<file path="config.mk">
export PLATFORM = sky130hd
export DESIGN_NAME = multi_test_runner
export DESIGN_NICKNAME = d
export VERILOG_FILES = /design/src/rtl/multi_test_runner.sv
export SDC_FILE = /design/constraint.sdc
export NUM_CORES = 1
export LEC_CHECK = 0
export BUFFER_PORTS_ARGS = -buffer_cell sky130_fd_sc_hd__buf_2
export CORE_AREA = 2 2 114 116
export DETAILED_ROUTE_END_ITERATION = 6
export DIE_AREA = 0 0 116 118
export MAX_ROUTING_LAYER = met4
export PLACE_DENSITY = 0.55
export SYNTH_ARGS = -nofsm -noshare
export SYNTH_HDL_FRONTEND = slang
export SYNTH_SLANG_ARGS = --single-unit
</file>
<file path="constraint.sdc">
create_clock -name clk -period 2.05 [get_ports clk]
set_input_delay 0 -clock clk [delete_from_list [all_inputs] [get_ports clk]]
set_output_delay 0 -clock clk [all_outputs]
set_load 0.02 [all_outputs]
</file>
<file path="src/rtl/multi_test_runner.sv">
// Sequencer that drives the req/busy/return handshake of generated test channels,
// one at a time or all at once, and collects pass, fail and timeout results.
module multi_test_runner #(
    parameter int NUM_TESTS      = 4,
    parameter int TIMEOUT_CYCLES = 10000,
    parameter int SETTLE_CYCLES  = 5,
    parameter int CNT_W          = 32
) (
    input  logic                 clk,
    input  logic                 reset,
    input  logic                 start,
    input  logic                 parallel,
    output logic [NUM_TESTS-1:0] test_req,
    input  logic [NUM_TESTS-1:0] test_busy,
    input  logic [NUM_TESTS-1:0] test_return,
    output logic                 running,
    output logic                 done,
    output logic                 all_pass,
    output logic [NUM_TESTS-1:0] pass_mask,
    output logic [NUM_TESTS-1:0] timeout_mask,
    output logic [CNT_W-1:0]     run_cycles
);

    localparam int IDX_W = (NUM_TESTS > 1) ? $clog2(NUM_TESTS) : 1;
    localparam int TO_W  = $clog2(TIMEOUT_CYCLES + SETTLE_CYCLES + 2) + 1;

    localparam logic [TO_W-1:0]      TO_LAST     = TO_W'(TIMEOUT_CYCLES - 1);
    localparam logic [TO_W-1:0]      SETTLE_LAST = (SETTLE_CYCLES > 1) ? TO_W'(SETTLE_CYCLES - 1) : '0;
    localparam logic [IDX_W-1:0]     LAST_IDX    = IDX_W'(NUM_TESTS - 1);
    localparam logic [NUM_TESTS-1:0] ONE_HOT0    = NUM_TESTS'(1);

    localparam logic [2:0] S_IDLE   = 3'd0;
    localparam logic [2:0] S_ISSUE  = 3'd1;
    localparam logic [2:0] S_SETTLE = 3'd2;
    localparam logic [2:0] S_WAIT   = 3'd3;
    localparam logic [2:0] S_NEXT   = 3'd4;
    localparam logic [2:0] S_FINISH = 3'd5;

    logic [2:0]           state;
    logic [IDX_W-1:0]     idx;
    logic [IDX_W-1:0]     idx_inc;
    logic                 par_mode;
    logic [TO_W-1:0]      tcnt;
    logic                 timed_out;
    logic [NUM_TESTS-1:0] idx_sel;
    logic [NUM_TESTS-1:0] inc_sel;
    logic [NUM_TESTS-1:0] cmpl;
    logic [NUM_TESTS-1:0] cmpl_nxt;
    logic [NUM_TESTS-1:0] pass_nxt;
    logic [NUM_TESTS-1:0] to_nxt;

    assign timed_out = (tcnt >= TO_LAST);
    assign idx_inc   = idx + IDX_W'(1);
    assign idx_sel   = ONE_HOT0 << idx;
    assign inc_sel   = ONE_HOT0 << idx_inc;
    assign running   = (state != S_IDLE);
    assign done      = (state == S_FINISH);

    // Sequential mode pre-marks every other channel complete, so one resolver serves both modes.
    always_comb begin
        cmpl_nxt = cmpl;
        pass_nxt = pass_mask;
        to_nxt   = timeout_mask;
        for (int i = 0; i < NUM_TESTS; i++) begin
            if (!cmpl[i]) begin
                if (!test_busy[i]) begin
                    cmpl_nxt[i] = 1'b1;
                    pass_nxt[i] = test_return[i];
                end else if (timed_out) begin
                    cmpl_nxt[i] = 1'b1;
                    to_nxt[i]   = 1'b1;
                end
            end
        end
    end

    always_ff @(posedge clk) begin
        if (reset) begin
            state        <= S_IDLE;
            idx          <= '0;
            par_mode     <= 1'b0;
            tcnt         <= '0;
            cmpl         <= '0;
            test_req     <= '0;
            all_pass     <= 1'b0;
            pass_mask    <= '0;
            timeout_mask <= '0;
            run_cycles   <= '0;
        end else begin
            if (state != S_IDLE && state != S_FINISH && run_cycles != '1) begin
                run_cycles <= run_cycles + CNT_W'(1);
            end

            case (state)
                S_IDLE: begin
                    if (start) begin
                        par_mode     <= parallel;
                        idx          <= '0;
                        tcnt         <= '0;
                        all_pass     <= 1'b0;
                        pass_mask    <= '0;
                        timeout_mask <= '0;
                        run_cycles   <= '0;
                        test_req     <= parallel ? '1 : ONE_HOT0;
                        state        <= S_ISSUE;
                    end
                end

                // req was raised on entry; the ISSUE cycle is the first counted settle cycle.
                S_ISSUE: begin
                    tcnt <= tcnt + TO_W'(1);
                    cmpl <= par_mode ? '0 : ~idx_sel;
                    if (tcnt >= SETTLE_LAST) begin
                        test_req <= '0;
                    end
                    state <= S_SETTLE;
                end

                S_SETTLE: begin
                    tcnt <= tcnt + TO_W'(1);
                    if (tcnt >= SETTLE_LAST) begin
                        test_req <= '0;
                        state    <= S_WAIT;
                    end
                end

                S_WAIT: begin
                    tcnt         <= tcnt + TO_W'(1);
                    cmpl         <= cmpl_nxt;
                    pass_mask    <= pass_nxt;
                    timeout_mask <= to_nxt;
                    if (&cmpl_nxt) begin
                        state <= S_NEXT;
                    end
                end

                S_NEXT: begin
                    if (!par_mode && idx < LAST_IDX) begin
                        idx      <= idx_inc;
                        tcnt     <= '0;
                        test_req <= inc_sel;
                        state    <= S_ISSUE;
                    end else begin
                        all_pass <= (&pass_mask) & ~(|timeout_mask);
                        state    <= S_FINISH;
                    end
                end

                S_FINISH: begin
                    state <= S_IDLE;
                end

                default: begin
                    state <= S_IDLE;
                end
            endcase
        end
    end

endmodule

</file>
; ---- Yosys cells after proc, flatten, opt, wreduce, memory -nomap -nowiden
; Cells that the tools add are included.
[classes]
shifts = 2
add_sub_neg = 3
n_bitwise = 3
order_cmp = 3
n_reduce_logical = 30
n_eq_ne = 26
n_mux = 53
[op_table]
columns = operator, n
row1 = $mux W32, 3
row2 = $pmux W15 S3, 1
row3 = $ne A2 B2 Y1 const B, 18
row4 = $add A32 B1 Y32 const B, 1
row5 = $ne A32 B32 Y1 const B, 1
row6 = $mux W15, 2
row7 = $mux W1, 28
row8 = $reduce_and A4 Y1, 7
row9 = $mux W4, 6
row10 = $pmux W4 S2, 3
row11 = $reduce_and A5 Y1, 4
row12 = $add A15 B1 Y15 const B, 1
row13 = $ge A15 B14 Y1 const B, 1
row14 = $ge A15 B3 Y1 const B, 1
row15 = $pmux W3 S5, 1
row16 = $mux W3, 4
row17 = $pmux W4 S3, 1
row18 = $reduce_and A3 Y1, 4
row19 = $reduce_bool A3 Y1, 3
row20 = $shl A1 B2 Y4 const A, 2
row21 = $eq A3 B2 Y1 const B, 2
row22 = $eq A3 B3 Y1 const B, 2
row23 = $reduce_bool A2 Y1, 3
row24 = $mux W2, 2
row25 = 17 further kinds, 19
[word_totals]
regBits = 70
output_inout_bits = 47
input_bits = 12
wordCells = 136

; ---- Logic depth before layout (Yosys ltp)
; Gate-level depths: netlist of the first run.
[depth]
depth_word = 7
ltp_mapped = 8
depth_no_buf = 7

; ---- Worst setup path before layout of the first run
; OpenSTA, ideal clock, no wires.
[synth_path]
path_type = flip-flop to flip-flop
from = reg run_cycles[0]
to = reg run_cycles[18]
stages_incl_launch_ff = 8
setup_ns = 0.070
synth_period_minus_slack_ns = 1.964
t_arrival_ns = 1.894
path_buffers = 1
required_ns = 1.980
slack_ns = 0.086
cell_sequence = dfxtp_1 > ha_1 > and3_1 > and3_1 > and4_4 > buf_6 > or4_1 > a21oi_1
[synth_between]
elab_chain_len = 5
elab_cells_between_ends = 6
classes_between = 1 x add/sub / 1 x eq/ne / 3 x mux / 1 x reduce/logical
[synth_rtl]
columns = item, line
row1 = start: declaration, 21  ; output logic [CNT_W-1:0] run_cycles
row2 = start signal: assignment, 91  ; run_cycles <= run_cycles + CNT_W'(1);
row3 = branches (longest 2 deep; another with $add A32 B1 Y32), -
row4 = $mux W32 (*), 90  ; if (state != S_IDLE && state != S_FINISH && run_cycles != '1) begin
row5 = $mux W32, 96  ; if (start) begin
row6 = $mux W32 (*), 94  ; case (state)
; Every way passes the cells marked *.
; A chain may end at the register's enable or synchronous reset.

; ---- Worst setup path after layout of the first run
[layout_path]
from = reg run_cycles[0]
to = reg run_cycles[16]
; The elaborated chain is that of the path after synthesis.

==> run_results.csv, run 1 <==
group,metric,value,unit
sta,fmax,507,MHz
worst_setup_path,worst-r2r-cell-count,6,
yosys,synth_edf_count,0,
yosys,synth_seq_cells,70,
power,p_clk_frac,0.506,
power,ir_drop,506,uV
cells_and_area,fin_util,0.387,
route,wl_met2,4850,um
yosys,synthFlopType,"dfxtp_1",
worst_setup_path,worst_setup_path_end_kind,"register",
clocking,cts_root_buf,"clkbuf_16",
yosys,syn_inst,453,
worst_setup_path,critPathRequiredTime,2320,ps
floorplanning,die_h,118,um
route,dr.pass1.iters,4,
global_routing,grt_overflow,0,
global_routing,grt_max_degree,42,
route,drt_iter0_markers,227,
cells_and_area,fin_cells,715,
floorplanning,start_util,0.297,
cells_and_area,layout-drive-gt1-share,0.249,
yosys,synth.avg_cell_area,8.15,um2
route,drcViolationCount,0,
worst_setup_path,timing.rr.start,"run_cycles[0]",
power,net-switching-power,919,uW
clocking,cts_sinks,70,
route,vias,3659,
sta,setup-tns-final,0,ps
yosys,yosys_warnings,0,
cells_and_area,mostFrequentLayoutCells,"dfxtp_1 (70), buf_2 (58), nor2_1 (55)",
global_routing,antenna_found_initial,0,
worst_setup_path,worstReg2RegEnd,"run_cycles[16]",
cells_and_area,final_common_cell,"dfxtp_1",
cells_and_area,fin_nets,560,
sta,period_needed,1970,ps
cells_and_area,fillers,1313,
min_path,hp-class,"primary input to register",
placed_design,gp_congestion,0.825,
clocking,path_clk_slew,60,ps
worst_setup_path,max_stage_delay,490,ps
power,pwr-share-comb,0.119,
flow_run,cap_violations,0,
clocking,htree_levels,3,
sta,worstMarginPinSlew,518,ps
yosys,syn_nets,475,
yosys,yosysUniqueCellTypes,58,
clocking,cts_inserted_buffers,9,
yosys,ys_seq_area_frac,0.380,
sta,fin_skew,3.54,ps
power,powerDensity,799,nW/um2
yosys,yosys.area.top_type,"dfxtp_1",
worst_setup_path,crit_chain,"ha_1 > and3_1 > and3_2 > and4_4 > or4_4 > a21oi_2",
clocking,cts_tree,"yes",
yosys,synth_top_area_frac,0.380,
cells_and_area,areaGrowthSynthToFinish,30.1,%
sta,setup_viol_count_final,0,
power,p_int,2920,uW
power,power.total,3840,uW
route,met1_length,4700,um
yosys,netlist_area,3690,um2
worst_setup_path,cp_slowest_cell,"or4_4",
worst_setup_path,worstPathArrival,2240,ps
cells_and_area,final_area,4800,um2
worst_setup_path,cp-start-kind,"register",
power,swShare,0.240,
sta,slew_headroom,0.652,
placed_design,dpl_cell_area,4340,um2
power,seqPwrFrac,0.375,
global_routing,grtUsageTotal,0.154,
floorplanning,rows,41,
route,wl_met3,415,um
yosys,synth-async-reset-ratio,0,
floorplanning,core,12400,um2
placed_design,hpwl,7230,um
route,wl_per_cell,14.2,um
sta,min_period_over_period,0.962,
min_path,hp-start,"test_busy[3]",
worst_setup_path,crit_fanout,21,
route,wl,10200,um
placed_design,dp.cells,692,
min_path,hold_path_depth,4,
global_routing,grt_first_pass_wirelength,16700,um
floorplanning,io_pins,59,
route,avgViaCountPerCell,5.12,
global_routing,grt_pass1_vias,3439,
power,p_leak,0.00188,uW
worst_setup_path,r2r_slack,80,ps
sta,hold_violations,0,
min_path,min_to,"pass_mask[3]",
floorplanning,die_w,116,um
sta,finalMaxSlewViolations,0,
clocking,clkLatencyLatePin,340,ps
yosys,synth_area_leaders,"dfxtp_1 (38%), nor2_1 (5.6%), a21oi_1 (5.0%), nand2_1 (3.8%), ha_1 (3.4%)",
cells_and_area,n_antenna_cell,0,
sta,rsz0062_at_grt,"true",
status,status,"complete, no violations",
clocking,clockBufferDepth,2,
floorplanning,dieArea,13700,um2
worst_setup_path,crit_type,"register to register",
route,top_layer,"met4",
placed_design,io_buffer_count,58,
route,antenna_left,0,
cells by family after synthesis:
logic type / Yosys count / share of synthesized area
AOI/OAI and AO/OA: 109 / 0.185
xor gates and xnor gates: 15 / 0.0356
adders and majority gates: 10 / 0.0339
buffers and inverters: 35 / 0.0444
DFF: 70 / 0.380
muxes: 3 / 0.00814
and+or+nand+nor: 211 / 0.313
worst max path at each step:
stage | cells past startpoint | from | endpoint
after floorplan | 7 | run_cycles[0] | run_cycles[18]
after CTS | 6 | run_cycles[0] | run_cycles[16]
after detailed placement | 6 | run_cycles[0] | run_cycles[16]
after global routing | 5 | run_cycles[13] | run_cycles[19]
after global placement | 6 | run_cycles[0] | run_cycles[18]
final | 6 | run_cycles[0] | run_cycles[16]
layout make-up:
class                           instances  area, um2  area share
Multi-Input combinational cell        349       2150       0.448
Sequential cell                        70       1400       0.292
Timing Repair Buffer                   99        626       0.130
Clock buffer                           10        239      0.0498
Tap cell                              172        215      0.0448
Clock inverter                          6        133      0.0276
Inverter                                9       33.8     0.00704
flip-flops by register name, summed over array words and instances (netlist names):
signal        flops
all_pass          1
timeout_mask      4
state             3
par_mode          1
test_req          4
cmpl              4
tcnt             15
idx               2
run_cycles       32
pass_mask         4
worst max-delay path: cells and delay by family, from the launching register on:
kind | cells | cell delay, ps
AOI/OAI and AO/OA | 1 | 150
and+or+nand+nor | 4 | 1180
DFF | 1 | 350
adders and majority gates | 1 | 220
per-layer routing:
layer  vias up  track usage
met5         -            -
met4         0       0.0513
met3        17       0.0335
met2        72        0.239
met1      1731        0.199
li1       1839            -
cells in the mapped netlist (6+ instances only):
| cell type | instances |
|---|---|
| buf_2 | 11 |
| nor2_1 | 55 |
| a21oi_1 | 37 |
| nand3_1 | 17 |
| clkbuf_1 | 12 |
| nand4_1 | 17 |
| nand2_1 | 37 |
| or2_2 | 6 |
| ha_1 | 10 |
| nor3_1 | 7 |
| dfxtp_1 | 70 |
| inv_1 | 9 |
| or3_1 | 12 |
| o31ai_1 | 14 |
| or4_1 | 13 |
| o21ai_0 | 24 |
| xor2_1 | 11 |
| and3_1 | 16 |
power by group through the flow:
stage / registers, uW / clock network (uW) / logic, uW
after floorplan: 1480 / 0 / 273
after global placement: 1460 / 0 / 440
after detailed placement: 1470 / 0 / 442
after CTS: 1440 / 1980 / 453
after global routing: 1440 / 2020 / 507
final: 1440 / 1940 / 457
what timing repair did:
action,CTS,global route
setup endpoints to repair,0,6
gates resized for setup,0,5
endpoints found under the hold margin,6,0
hold buffers,6,0
buffers inserted,0,0
stage by stage:
| step | hold slack [ps] | worst slack [ps] |
|---|---|---|
| floorplan | 136 | 86.2 |
| global placement | 242 | 149 |
| detailed placement | 260 | 73.8 |
| CTS | 63.8 | 46.5 |
| global route | 88.2 | -27.5 |
| finish | 70.1 | 78.6 |
No activity file was read; power rests on OpenSTA's default activity.
==> inputs of run 2 (changes only) <==
==> config.mk (replaced) <==
export PLATFORM = sky130hd
export DESIGN_NAME = multi_test_runner
export DESIGN_NICKNAME = d
export VERILOG_FILES = /design/src/rtl/multi_test_runner.sv
export SDC_FILE = /design/constraint.sdc
export NUM_CORES = 1
export LEC_CHECK = 0
export CORE_AREA = 2 2 114 116
export DETAILED_ROUTE_END_ITERATION = 6
export DIE_AREA = 0 0 116 118
export DONT_BUFFER_PORTS = 1
export MAX_ROUTING_LAYER = met4
export PLACE_DENSITY = 0.42
export SYNTH_ARGS = -nofsm -noshare
export SYNTH_HDL_FRONTEND = slang
export SYNTH_SLANG_ARGS = --single-unit
==> run 2 against run 1 <==
Maximum frequency decreased by 0.14%. Die area unchanged. Flip-flop and latch count unchanged. Non-clock buffer count is 29 lower. Combinational power fell by 4.4%. Critical path type unchanged. Critical endpoint is now run_cycles[22].
==> run_results.csv, run 2 (synthesis results as in run 1) <==
group,metric,value,unit
status,status,"complete, no violations",
power,powerDensity,723,nW/um2
route,wl_per_cell,15.4,um
clocking,cts_sinks,70,
cells_and_area,n_antenna_cell,0,
worst_setup_path,cp-start-kind,"register",
clocking,htree_levels,3,
route,vias,3511,
route,wl,10500,um
route,drt_iter0_markers,212,
floorplanning,io_pins,59,
floorplanning,rows,41,
flow_run,cap_violations,0,
floorplanning,start_util,0.297,
floorplanning,die_h,118,um
cells_and_area,mostFrequentLayoutCells,"dfxtp_1 (69), buf_4 (57), nor2_1 (55)",
global_routing,grt_overflow,0,
route,drcViolationCount,0,
sta,slew_headroom,0.423,
cells_and_area,reg_top3,"run_cycles x32, tcnt x15",
clocking,cts_tree,"yes",
power,p_leak,0.00168,uW
sta,finalMaxSlewViolations,0,
clocking,cts_inserted_buffers,9,
placed_design,io_buffer_count,0,
global_routing,grt_first_pass_wirelength,17000,um
placed_design,hpwl,7280,um
sta,rsz0062_at_grt,"true",
worst_setup_path,worst_setup_path_end_kind,"register",
global_routing,grtUsageTotal,0.160,
sta,setup-tns-final,0,ps
sta,period_needed,1970,ps
floorplanning,dieArea,13700,um2
cells_and_area,final_area,4640,um2
clocking,clockBufferDepth,2,
sta,hold_violations,0,
placed_design,dp.cells,655,
sta,worstMarginPinSlew,863,ps
worst_setup_path,critPathRequiredTime,2320,ps
floorplanning,die_w,116,um
cells_and_area,fillers,1318,
sta,setup_viol_count_final,0,
placed_design,dpl_cell_area,4220,um2
cells_and_area,layout-drive-gt1-share,0.187,
sta,fin_skew,9.92,ps
worst_setup_path,crit_fanout,5,
min_path,hp-class,"primary input to register",
floorplanning,core,12400,um2
global_routing,grt_max_degree,42,
cells_and_area,largest_reg_flops,32,
route,avgViaCountPerCell,5.13,
worst_setup_path,crit_type,"register to register",
global_routing,grt_pass1_vias,3286,
cells_and_area,final_common_cell,"dfxtp_1",
sta,fmax,507,MHz
route,dr.pass1.iters,4,
clocking,path_clk_slew,60,ps
cells_and_area,areaGrowthSynthToFinish,25.8,%
power,ir_drop,380,uV
sta,min_period_over_period,0.963,
route,antenna_left,0,
worst_setup_path,worstPathArrival,2240,ps
cells_and_area,fin_nets,531,
placed_design,gp_congestion,0.816,
global_routing,antenna_found_initial,0,
cells_and_area,fin_cells,685,
cells_and_area,regMostFlops,"run_cycles",
clocking,clkLatencyLatePin,330,ps
clocking,cts_root_buf,"clkbuf_16",
==> run 2: changes by cell type in the layout (fill, tap and decap cells not counted), sizes merged <==
| cell | delta |
|---|---|
| clkbuf | +4 |
| clkinvlp | -1 |
| dlygate4sd3 | +5 |
| buf | -34 |
| bufinv | -4 |
==> run 2: worst max-delay path, cell delays in order (launching register included) <==
cell     delay (ps)
dfxtp_1         350
ha_1            170
and3_1          160
and3_1          240
nand4_1         240
buf_4           220
or4_1           390
a21oi_1         150
==> run 2: metrics by stage <==
stage          hold slack (ps)  power, uW  setup WS (ps)   util
4_1_cts                   12.5       3410           8.07  0.370
6_report                  18.4       3350           75.8  0.374
3_3_place_gp              73.9       1910            118  0.340
3_5_place_dp              75.4       1910           36.8  0.340
5_1_grt                   35.0       3520          -15.5  0.374
2_1_floorplan              136       1750           86.2      -
==> run 2: where the power goes <==
group	leakage [uW]	internal [uW]	total, uW	switching (uW)
logic	0.000984	180	437	258
clock network	0.000133	878	1460	579
registers	0.000567	1400	1460	58.1
total	0.00168	2460	3350	895
==> run 2: area by class of cell <==
cell class	instances	area (um2)	area share
Clock inverter	1	5.00	0.00108
Clock buffer	14	264	0.0569
Timing Repair Buffer	70	578	0.125
Multi-Input combinational cell	349	2140	0.462
Inverter	9	33.8	0.00728
Sequential cell	70	1400	0.302
Tap cell	172	215	0.0464
==> run 2: timing repair <==
action | in CTS | in global routing
hold endpoints to repair | 25 | 0
setup endpoints to repair | 0 | 24
hold buffers | 11 | 0
setup buffers | 0 | 3
resized for setup | 0 | 4
==> run 2: final timing paths <==
kind / start / endpoint / slack (ps) / cells after the start
setup / recovery: run_cycles[0] / run_cycles[22] / 80 / 7
hold / removal: reset / run_cycles[4] / 20 / 4
setup reg to reg: run_cycles[0] / run_cycles[22] / 80 / 7
hold reg to reg: par_mode / par_mode / 540 / 2
==> run 2: metal layers <==
layer  share of wire  GRT usage  wire length [um]  vias up
met4           0.018     0.0640               190        0
met5               0          -                 0        -
li1                -          -                 -     1785
met1            0.47      0.211              4910     1644
met2            0.46      0.240              4860       70
met3           0.054     0.0309               568       12
